$ cat config.mk
export PLATFORM = sky130hd
export DESIGN_NAME = bin2bcd_seq
export DESIGN_NICKNAME = d
export VERILOG_FILES = /design/src/rtl/bin2bcd_seq.sv
export SDC_FILE = /design/constraint.sdc
export NUM_CORES = 1
export LEC_CHECK = 0
export CORE_MARGIN = 3
export CORE_UTILIZATION = 45
export CTS_BUF_LIST = sky130_fd_sc_hd__clkbuf_4 sky130_fd_sc_hd__clkbuf_8 sky130_fd_sc_hd__clkbuf_16
export DETAILED_ROUTE_END_ITERATION = 12
export GPL_ROUTABILITY_DRIVEN = 0
export PLACE_DENSITY = 0.71
export SYNTH_ARGS = -nofsm -noshare
export SYNTH_HDL_FRONTEND = slang
export SYNTH_SLANG_ARGS = --single-unit
$ cat constraint.sdc
create_clock -name clk -period 1.7 [get_ports clk]
set_input_delay 0.34 -clock clk [delete_from_list [all_inputs] [get_ports clk]]
set_output_delay 0.34 -clock clk [all_outputs]
set_load 0.005 [all_outputs]
$ cat src/rtl/bin2bcd_seq.sv
// bin2bcd_seq: one-bit-per-clock double-dabble converter to 8-digit packed BCD with overflow glyph
module bin2bcd_seq #(
  parameter int BIN_W = 27
) (
  input  logic             clk,
  input  logic             rstn,
  input  logic             start,
  input  logic [BIN_W-1:0] bin_in,
  output logic             busy,
  output logic             done,
  output logic             ovf,
  output logic [31:0]      bcd_out
);
  localparam int CW = $clog2(BIN_W + 1);
  typedef enum logic [1:0] {IDLE, SHIFT, DONE} state_t;
  state_t st, nxt;
  logic [BIN_W-1:0] bin_sh;
  logic [35:0] work, adj;
  logic [CW-1:0] cnt;
  logic of9;
  always_comb nxt = st == IDLE ? (start ? SHIFT : IDLE) : st == SHIFT ? (cnt == CW'(1) ? DONE : SHIFT) : IDLE;
  always_comb begin
    adj = work;
    for (int i = 0; i < 9; i++) adj[4*i+:4] = work[4*i+:4] >= 4'd5 ? work[4*i+:4] + 4'd3 : work[4*i+:4];
  end
  assign of9 = |work[35:32];
  assign busy = st != IDLE;
  always_ff @(posedge clk or negedge rstn) begin
    if (!rstn) st <= IDLE;
    else st <= nxt;
  end
  always_ff @(posedge clk or negedge rstn) begin
    if (!rstn) begin
      bin_sh  <= '0;
      work    <= '0;
      cnt     <= '0;
      done    <= 1'b0;
      ovf     <= 1'b0;
      bcd_out <= '0;
    end else begin
      done <= st == DONE;
      if (st == IDLE && start) begin
        bin_sh <= bin_in;
        work   <= '0;
        cnt    <= CW'(BIN_W);
      end
      if (st == SHIFT) begin
        work   <= 36'({adj, bin_sh[BIN_W-1]});
        bin_sh <= bin_sh << 1;
        cnt    <= cnt - 1'b1;
      end
      if (st == DONE) begin
        ovf     <= of9;
        bcd_out <= of9 ? 32'hEEEEEEEE : work[31:0];
      end
    end
  end
endmodule

# --- After elaboration in Yosys (flattened, before gate mapping) ---
# Cells that the tools add are included.
totals:
  register_bits: 104
  input_bits: 30
  out_inout_bits: 35
  word_cells: 54
op_classes:
  addsub: 10
  magnitude_cmp: 9
  eq_ne: 3
  muxes: 20
  n_reduce_logical: 5
ops:
  columns: ["op", "n"]
  rows:
  - ["$mux W36", 2]
  - ["$mux W27", 2]
  - ["$ge A4 B3 Y1 const B", 9]
  - ["$add A4 B2 Y4 const B", 8]
  - ["$mux W32", 1]
  - ["$mux W4", 8]
  - ["$mux W5", 2]
  - ["$mux W2", 3]
  - ["$eq A5 B1 Y1 const B", 1]
  - ["$sub A5 B1 Y5 const B", 1]
  - ["$reduce_bool A2 Y1", 2]
  - ["$reduce_or A4 Y1", 1]
  - ["$add A3 B2 Y3 const B", 1]
  - ["$mux W3", 1]
  - ["$eq A2 B1 Y1 const B", 1]
  - ["$eq A2 B2 Y1 const B", 1]
  - ["$logic_not A2 Y1", 1]
  - ["$logic_and A1 B1 Y1", 1]
  - ["$mux W1", 1]

# --- Longest topological paths before layout ---
# Gate-level depths: netlist (run 1).
depth:
  word_depth: 4
  depth_mapped: 7
  ltp_nobuf: 5

# --- Least setup slack after synthesis (run 1) ---
# OpenSTA, ideal clock, no wires.
synth_path:
  path_kind: "register -> output"
  from: "register st[0]"
  to: "output busy"
  arrival_time_ns: 1.171
  required_ns: 1.360
  slack_ns: 0.189
  path_stages_with_launch: 5
  path_buffers: 3
  cell_sequence: "dfrtp_1 buf_2 buf_2 buf_2 or2_2"
synth_via:
  elab_chain_len: 1
synth_lines:
  columns: ["item", "line", "rtl"]
  rows:
  - ["start: declaration", "16", "state_t st, nxt;"]
  - ["start signal: assignment", "30", "else st <= nxt;"]
  - ["$reduce_bool A2 Y1", "27", "assign busy = st != IDLE;"]
  - ["end: declaration", "9", "output logic busy,"]
# Every way passes these cells.

# --- Worst setup path in the final report (run 1) ---
layout_path:
  from: "register st[1]"
  to: "output busy"
# The elaborated chain is that of the path after synthesis.

==> results.md, run 1 <==
- Number of global-route vias before repair: 4063
- Top flip-flop cell by instance count after synthesis: dfrtp_1
- Layout overhead on the synthesized area: 22.7%
- Depth of the worst register-to-register path: 5
- FFs w/ async S/R, synth: 1.00
- Sequential Power Share: 0.384
- Met1 layer wirelength in the final routing: 5.05 mm
- MaxCap Viol Count: 0
- Result of the run: completed
- Logic gate share of total power: 0.421
- Netlist Area Pre-Place: 5170 µm²
- Unrepaired setup endpoints after global routing: no
- Post-route core utilization: 0.575
- Routed wire length: 11.0 mm
- Antenna violations before repair: 0
- Total CTS buffers: 9
- DIE WIDTH: 113 µm
- Switching part of the total: 0.366
- Max Fanout on Critical Path: 2
- Die Y: 113 µm
- Most area-hungry cell type in the Yosys netlist: dfrtp_1
- Post-detailed-route via-to-cell ratio: 5.63
- Number of inserted diodes: 0
- CTS tree: yes
- Number of different library cells in the post-synthesis netlist: 43
- Number of hold buffers added after CTS: 0
- Half-perimeter wire length after placement: 7.63 mm
- H-tree level count: 3
- Yosys warns: 0
- IO Pins: 65
- Slew @ Worst Pin: 0.409 ns
- Largest net degree at the start of global routing: 75
- Hold violation count in the final report: 0
- Post-Synthesis Mean Instance Area: 10.1 µm²
- Fin worst setup slack: 0.0677 ns
- Sequential share of the synthesized area: 0.503
- Cell-internal power: 6.82 mW
- Total net switching power: 3.94 mW
- Finish-stage setup viols: 0
- Wire length of the first global-routing pass: 18.9 mm
- Power share of the clock group: 0.196
- Hold crit path type: in -> async
- Overflow left after global routing: 0
- Residual DRC: 0
- GRT Overall Usage: 0.178
- Area inside the core boundary: 11000 µm²
- Yosys top cell area share: 0.503
- Post-synth EDFFs: 0
- Top Metal Used: met4
- Detailed route wirelength on metal3: 578 µm
- Total via count after detailed routing: 4045
- Iteration-0 DRC count of the detailed router: 207
- Synthesized flop and latch total: 104
- Nets in the synthesized netlist: 561
- Critical path type: reg -> out
- Category of the worst setup path launch point: flip-flop
- Endpoint type of the worst setup path: output pin
- Cell at the root of the clock tree: clkbuf_16
- Count of TritonRoute iterations in the first routing pass: 4
- Max-slew violation count: 0
- Post-layout nets: 624
- Maximum operating frequency: 613 MHz
- Period minus WS final: 1.63 ns
- Maximum ir drop on the vdd rail: 0.727 mV
- Average wire length per cell after detail routing: 15.3 µm
- Clock tree sinks: 104
- Design area: 6350 µm²
- Worst Path Arrival: 1.29 ns
- Remaining number of nets flagged by the antenna check after routing: 0
- Insertion delay of the later-clocked pin in the worst-skew pair: 0.34 ns
- Static power due to leakage: 2.80 nW
- Worst clock skew on the final layout: 0.00809 ns
- Synth top cells by count: dfrtp_1 (104), nand2_1 (55), inv_1 (38)
- Buffer levels on the longest clock path: 2
- Worst Path Required: 1.36 ns
- Share of layout cells above drive strength 1: 0.106
- Post-place instance area: 6040 µm²
- Starting Density: 0.469
- Largest cells by area after synthesis: dfrtp_1 (50%), ha_1 (5.1%), and3b_1 (4.4%)
- Quantity of I/O buffers inserted on ports: 64
- Area of the die: 12800 µm²
- Power Dens Cells: 1690 nW/µm²
- Number of rows created at floorplan: 38
- Number of cells produced by synthesis: 510
- CTS clock-pin slew for the worst setup and hold paths: 0.07 ns
- Worst Hold Margin: 0.00179 ns
- Final period utilization: 0.960
- Relative slew margins: 0.727
- Total met2 wirelength after detailed routing: 5.22 mm
- Top-count cell post-synth: dfrtp_1
- Fillcell total: 945
- Worst slack at placement: -0.000912 ns
==> placed cells by master (no fill, tap or decap), types with 2 or more instances in the layout <==
master,n
o31ai_1,10
o21ai_0,36
nand2_1,55
ha_1,21
clkbuf_16,9
nand3_1,2
o21a_1,9
clkdlybuf4s50_1,62
clkinvlp_4,3
buf_4,15
a21oi_1,31
a32o_1,9
o221ai_1,9
nand2b_1,2
o21ai_1,8
and3b_1,26
nor2b_1,9
o311ai_1,5
o2111ai_1,18
buf_12,6
nor2_1,28
dfrtp_1,104
a21oi_2,19
xnor2_1,9
inv_1,38
o32ai_1,8
o311ai_0,4
==> final timing paths <==
check	from	slack, ns	to
hold / removal	rstn	0.002	work[12]
setup / recovery	st[1]	0.07	busy
setup reg to reg	work[20]	0.15	work[22]
hold reg to reg	bcd_out[24]	0.48	bcd_out[24]
min in group clk	bcd_out[24]	0.48	bcd_out[24]
max in group asynchronous	rstn	1.36	work[0]
==> repair_timing <==
action / in CTS / in global routing
pin swaps: 0 / 0
buffers inserted: 0 / 0
resized for setup: 1 / 2
setup endpoints to repair: 1 / 2
==> state kept, by name, summed over array words and instances (netlist names) <==
signal and cells:
cnt 5, bin_sh 27, ovf 1, st 2
bcd_out 32, work 36, done 1
==> metrics by stage <==
step                std cells   TNS [ns]  power, mW
floorplan                 510          0       7.06
global placement          702          0       8.44
detailed placement        702  -0.000912       8.69
CTS                       718          0       10.8
finish                    718          0       10.8
global route              718          0       11.6
==> layout make-up <==
cell class,count,area [µm²],share of cell area
Clock buffer,10,239,0.0377
Clock inverter,6,66.3,0.0104
Inverter,39,149,0.0235
Multi-Input combinational cell,335,2250,0.355
Sequential cell,104,2600,0.410
Tap cell,140,175,0.0276
Timing Repair Buffer,84,862,0.136
==> power by group through the flow <==
stage,registers (mW),clock network (mW),logic [mW]
floorplan,4.04,0,3.02
global route,4.25,2.23,5.10
CTS,4.12,2.16,4.55
finish,4.13,2.10,4.52
detailed placement,4.17,0,4.52
global placement,4.12,0,4.32
==> kinds of logic after synthesis <==
kind of cell,synth area share
xor gates and xnor gates,0.0152
AOI/OAI and AO/OA,0.238
DFF,0.503
and+or+nand+nor,0.132
adders and majority gates,0.0508
buffers and inverters,0.0615
==> routing by layer <==
| metal | GRT usage | up-vias |
|---|---|---|
| li1 | - | 1969 |
| met3 | 0.0337 | 16 |
| met4 | 0.0681 | 0 |
| met2 | 0.295 | 112 |
| met1 | 0.231 | 1948 |
| met5 | 0 | - |
==> critical path, stage by stage, from the launching register on <==
cell and delay [ns]:
dfrtp_1 0.37, or2_2 0.32, dlygate4sd2_1 0.27
(Power assumes the default switching activity.)
==> run 2, diff against run 1 <==
CELL_PAD_IN_SITES_DETAIL_PLACEMENT = 1   (was default)
CELL_PAD_IN_SITES_GLOBAL_PLACEMENT = 2   (was default)
CORE_UTILIZATION = 36   (was 45)
PLACE_DENSITY = 0.84   (was 0.71)
==> run 2 against run 1 <==
Compared with the run above: sequential share of layout area decreased by 0.54 points; clock skew decreased by 0.00062 ns; non-clock buffer count increased by 2; final cell count increased by 5.8%; register-to-register slack got worse by 0.05 ns; critical path depth unchanged; global-route usage decreased by 1.4 points; routed wire length increased by 14%; largest power group unchanged; design area increased by 1.3%; first-iteration DRC count increased by 0.48%; via count increased by 1.1%.
==> results.md, run 2 (synthesis gave the netlist of run 1 again) <==
- Total chip power: 11.0 mW
- Max FFs per register: 36
- Final period utilization: 0.981
- GRT Overall Usage: 0.164
- Fillcell total: 1563
- Half-perimeter wire length after placement: 8.84 mm
- Largest registers in the final layout: work x36, bcd_out x32, bin_sh x27
- Max Fanout on Critical Path: 2
- Residual DRC: 0
- Result of the run: completed
- Maximum ir drop on the vdd rail: 0.673 mV
- Clock tree sinks: 104
- Layout overhead on the synthesized area: 24.4%
- Worst Path Arrival: 1.33 ns
- Area inside the core boundary: 14000 µm²
- Wire length of the first global-routing pass: 21.3 mm
- Period minus WS final: 1.67 ns
- Logic gate share of total power: 0.419
- Cell-internal power: 6.95 mW
- Remaining number of nets flagged by the antenna check after routing: 0
- Switching part of the total: 0.367
- Slew @ Worst Pin: 0.428 ns
- CTS clock-pin slew for the worst setup and hold paths: 0.07 ns
- Average wire length per cell after detail routing: 16.5 µm
- Number of global-route vias before repair: 4254
- Antenna violations before repair: 0
- MaxCap Viol Count: 0
- Post-route setup TNS: 0 ns
- Max-slew violation count: 0
- Quantity of I/O buffers inserted on ports: 64
- Die Y: 126 µm
- Worst clock skew on the final layout: 0.00748 ns
- Most flop-heavy register: work
- Most common cell after layout, fill and taps aside: dfrtp_1
- Setup slack, reg-to-reg: 0.10 ns
- Worst Hold Margin: 0.408 ns
- CTS tree: yes
- Critical path type: reg -> out
- Sequential Power Share: 0.378
- Number of instances in the placed design: 742
- Hold violation count in the final report: 0
- H-tree level count: 3
- Commonest cells after routing, fill and taps aside: dfrtp_1 (104), clkdlybuf4s50_1 (62), nand2_1 (55), inv_1 (38), o21ai_0 (36)
- Share of layout cells above drive strength 1: 0.107
- Total net switching power: 4.04 mW
- DIE WIDTH: 126 µm
- Total CTS buffers: 9
- Count of TritonRoute iterations in the first routing pass: 4
- Hold crit path type: in -> async
- Overflow left after global routing: 0
- Starting Density: 0.370
- Routed wire length: 12.6 mm
- Endpoint type of the worst setup path: output pin
- Maximum operating frequency: 600 MHz
- Largest net degree at the start of global routing: 53
- Insertion delay of the later-clocked pin in the worst-skew pair: 0.36 ns
- Post-route core utilization: 0.460
- Category of the worst setup path launch point: flip-flop
- Buffer levels on the longest clock path: 2
- Power share of the clock group: 0.203
- Relative slew margins: 0.715
- Static power due to leakage: 2.83 nW
- Unrepaired setup endpoints after global routing: no
- IO Pins: 65
- Number of rows created at floorplan: 43
- Worst Path Required: 1.36 ns
- Power Dens Cells: 1710 nW/µm²
- Finish-stage setup viols: 0
- Total via count after detailed routing: 4090
- Area of the die: 15800 µm²
- Iteration-0 DRC count of the detailed router: 208
- Number of inserted diodes: 0
- Cell at the root of the clock tree: clkbuf_16
- Layout Cells excl Fill: 760
- Post-layout nets: 626
- Post-detailed-route via-to-cell ratio: 5.38
-- run 2: power groups by stage --
stage               clock network (mW)  logic, mW  registers [mW]
global placement                     0       4.39            4.13
global route                      2.41       5.19            4.30
finish                            2.23       4.60            4.15
floorplan                            0       3.02            4.04
detailed placement                   0       4.64            4.19
CTS                               2.31       4.67            4.15
-- run 2: worst max-delay path, stage by stage, from the launching register on --
cell	delay, ns
dfrtp_1	0.38
or2_2	0.33
dlygate4sd2_1	0.27
-- run 2: per-layer routing --
layer,global-route usage,vias to the layer above,part of all wire
met1,0.219,2043,0.48
met5,0,-,0
met2,0.268,76,0.47
li1,-,1958,-
met3,0.0254,13,0.036
met4,0.0650,0,0.017
-- run 2: final cells by class --
class / instances / area [µm²] / share of cell area
sequential: 104 / 2600 / 0.405
multi-input combinational: 335 / 2250 / 0.350
timing repair buffer: 86 / 880 / 0.137
clock buffer: 14 / 288 / 0.0447
tap: 180 / 225 / 0.0350
inverter: 39 / 149 / 0.0231
clock inverter: 2 / 35.0 / 0.00545
-- run 2: worst paths after layout --
kind	from	to	cells past startpoint
worst max-delay path	st[1]	busy	2
worst min-delay path	rstn	bcd_out[14]	2
worst max register to register	work[28]	work[30]	5
worst min register to register	bin_sh[24]	bin_sh[24]	2
max in group asynchronous	rstn	bin_sh[1]	3
min in group clk	bin_sh[24]	bin_sh[24]	2
-- run 2: repair_timing --
item / CTS / global route
setup endpoints to repair: 1 / 1
resized for setup: 1 / 1
hold endpoints to repair: 16 / 0
hold buffers: 1 / 0
setup buffers: 1 / 0
-- run 2: per-stage QoR --
step / worst slack (ns) / area, µm²
floorplan: 0.189 / 5170
global placement: 0.0211 / 6090
detailed placement: -0.0522 / 6090
CTS: 0.0257 / 6430
global route: 0.00413 / 6430
finish: 0.0328 / 6430
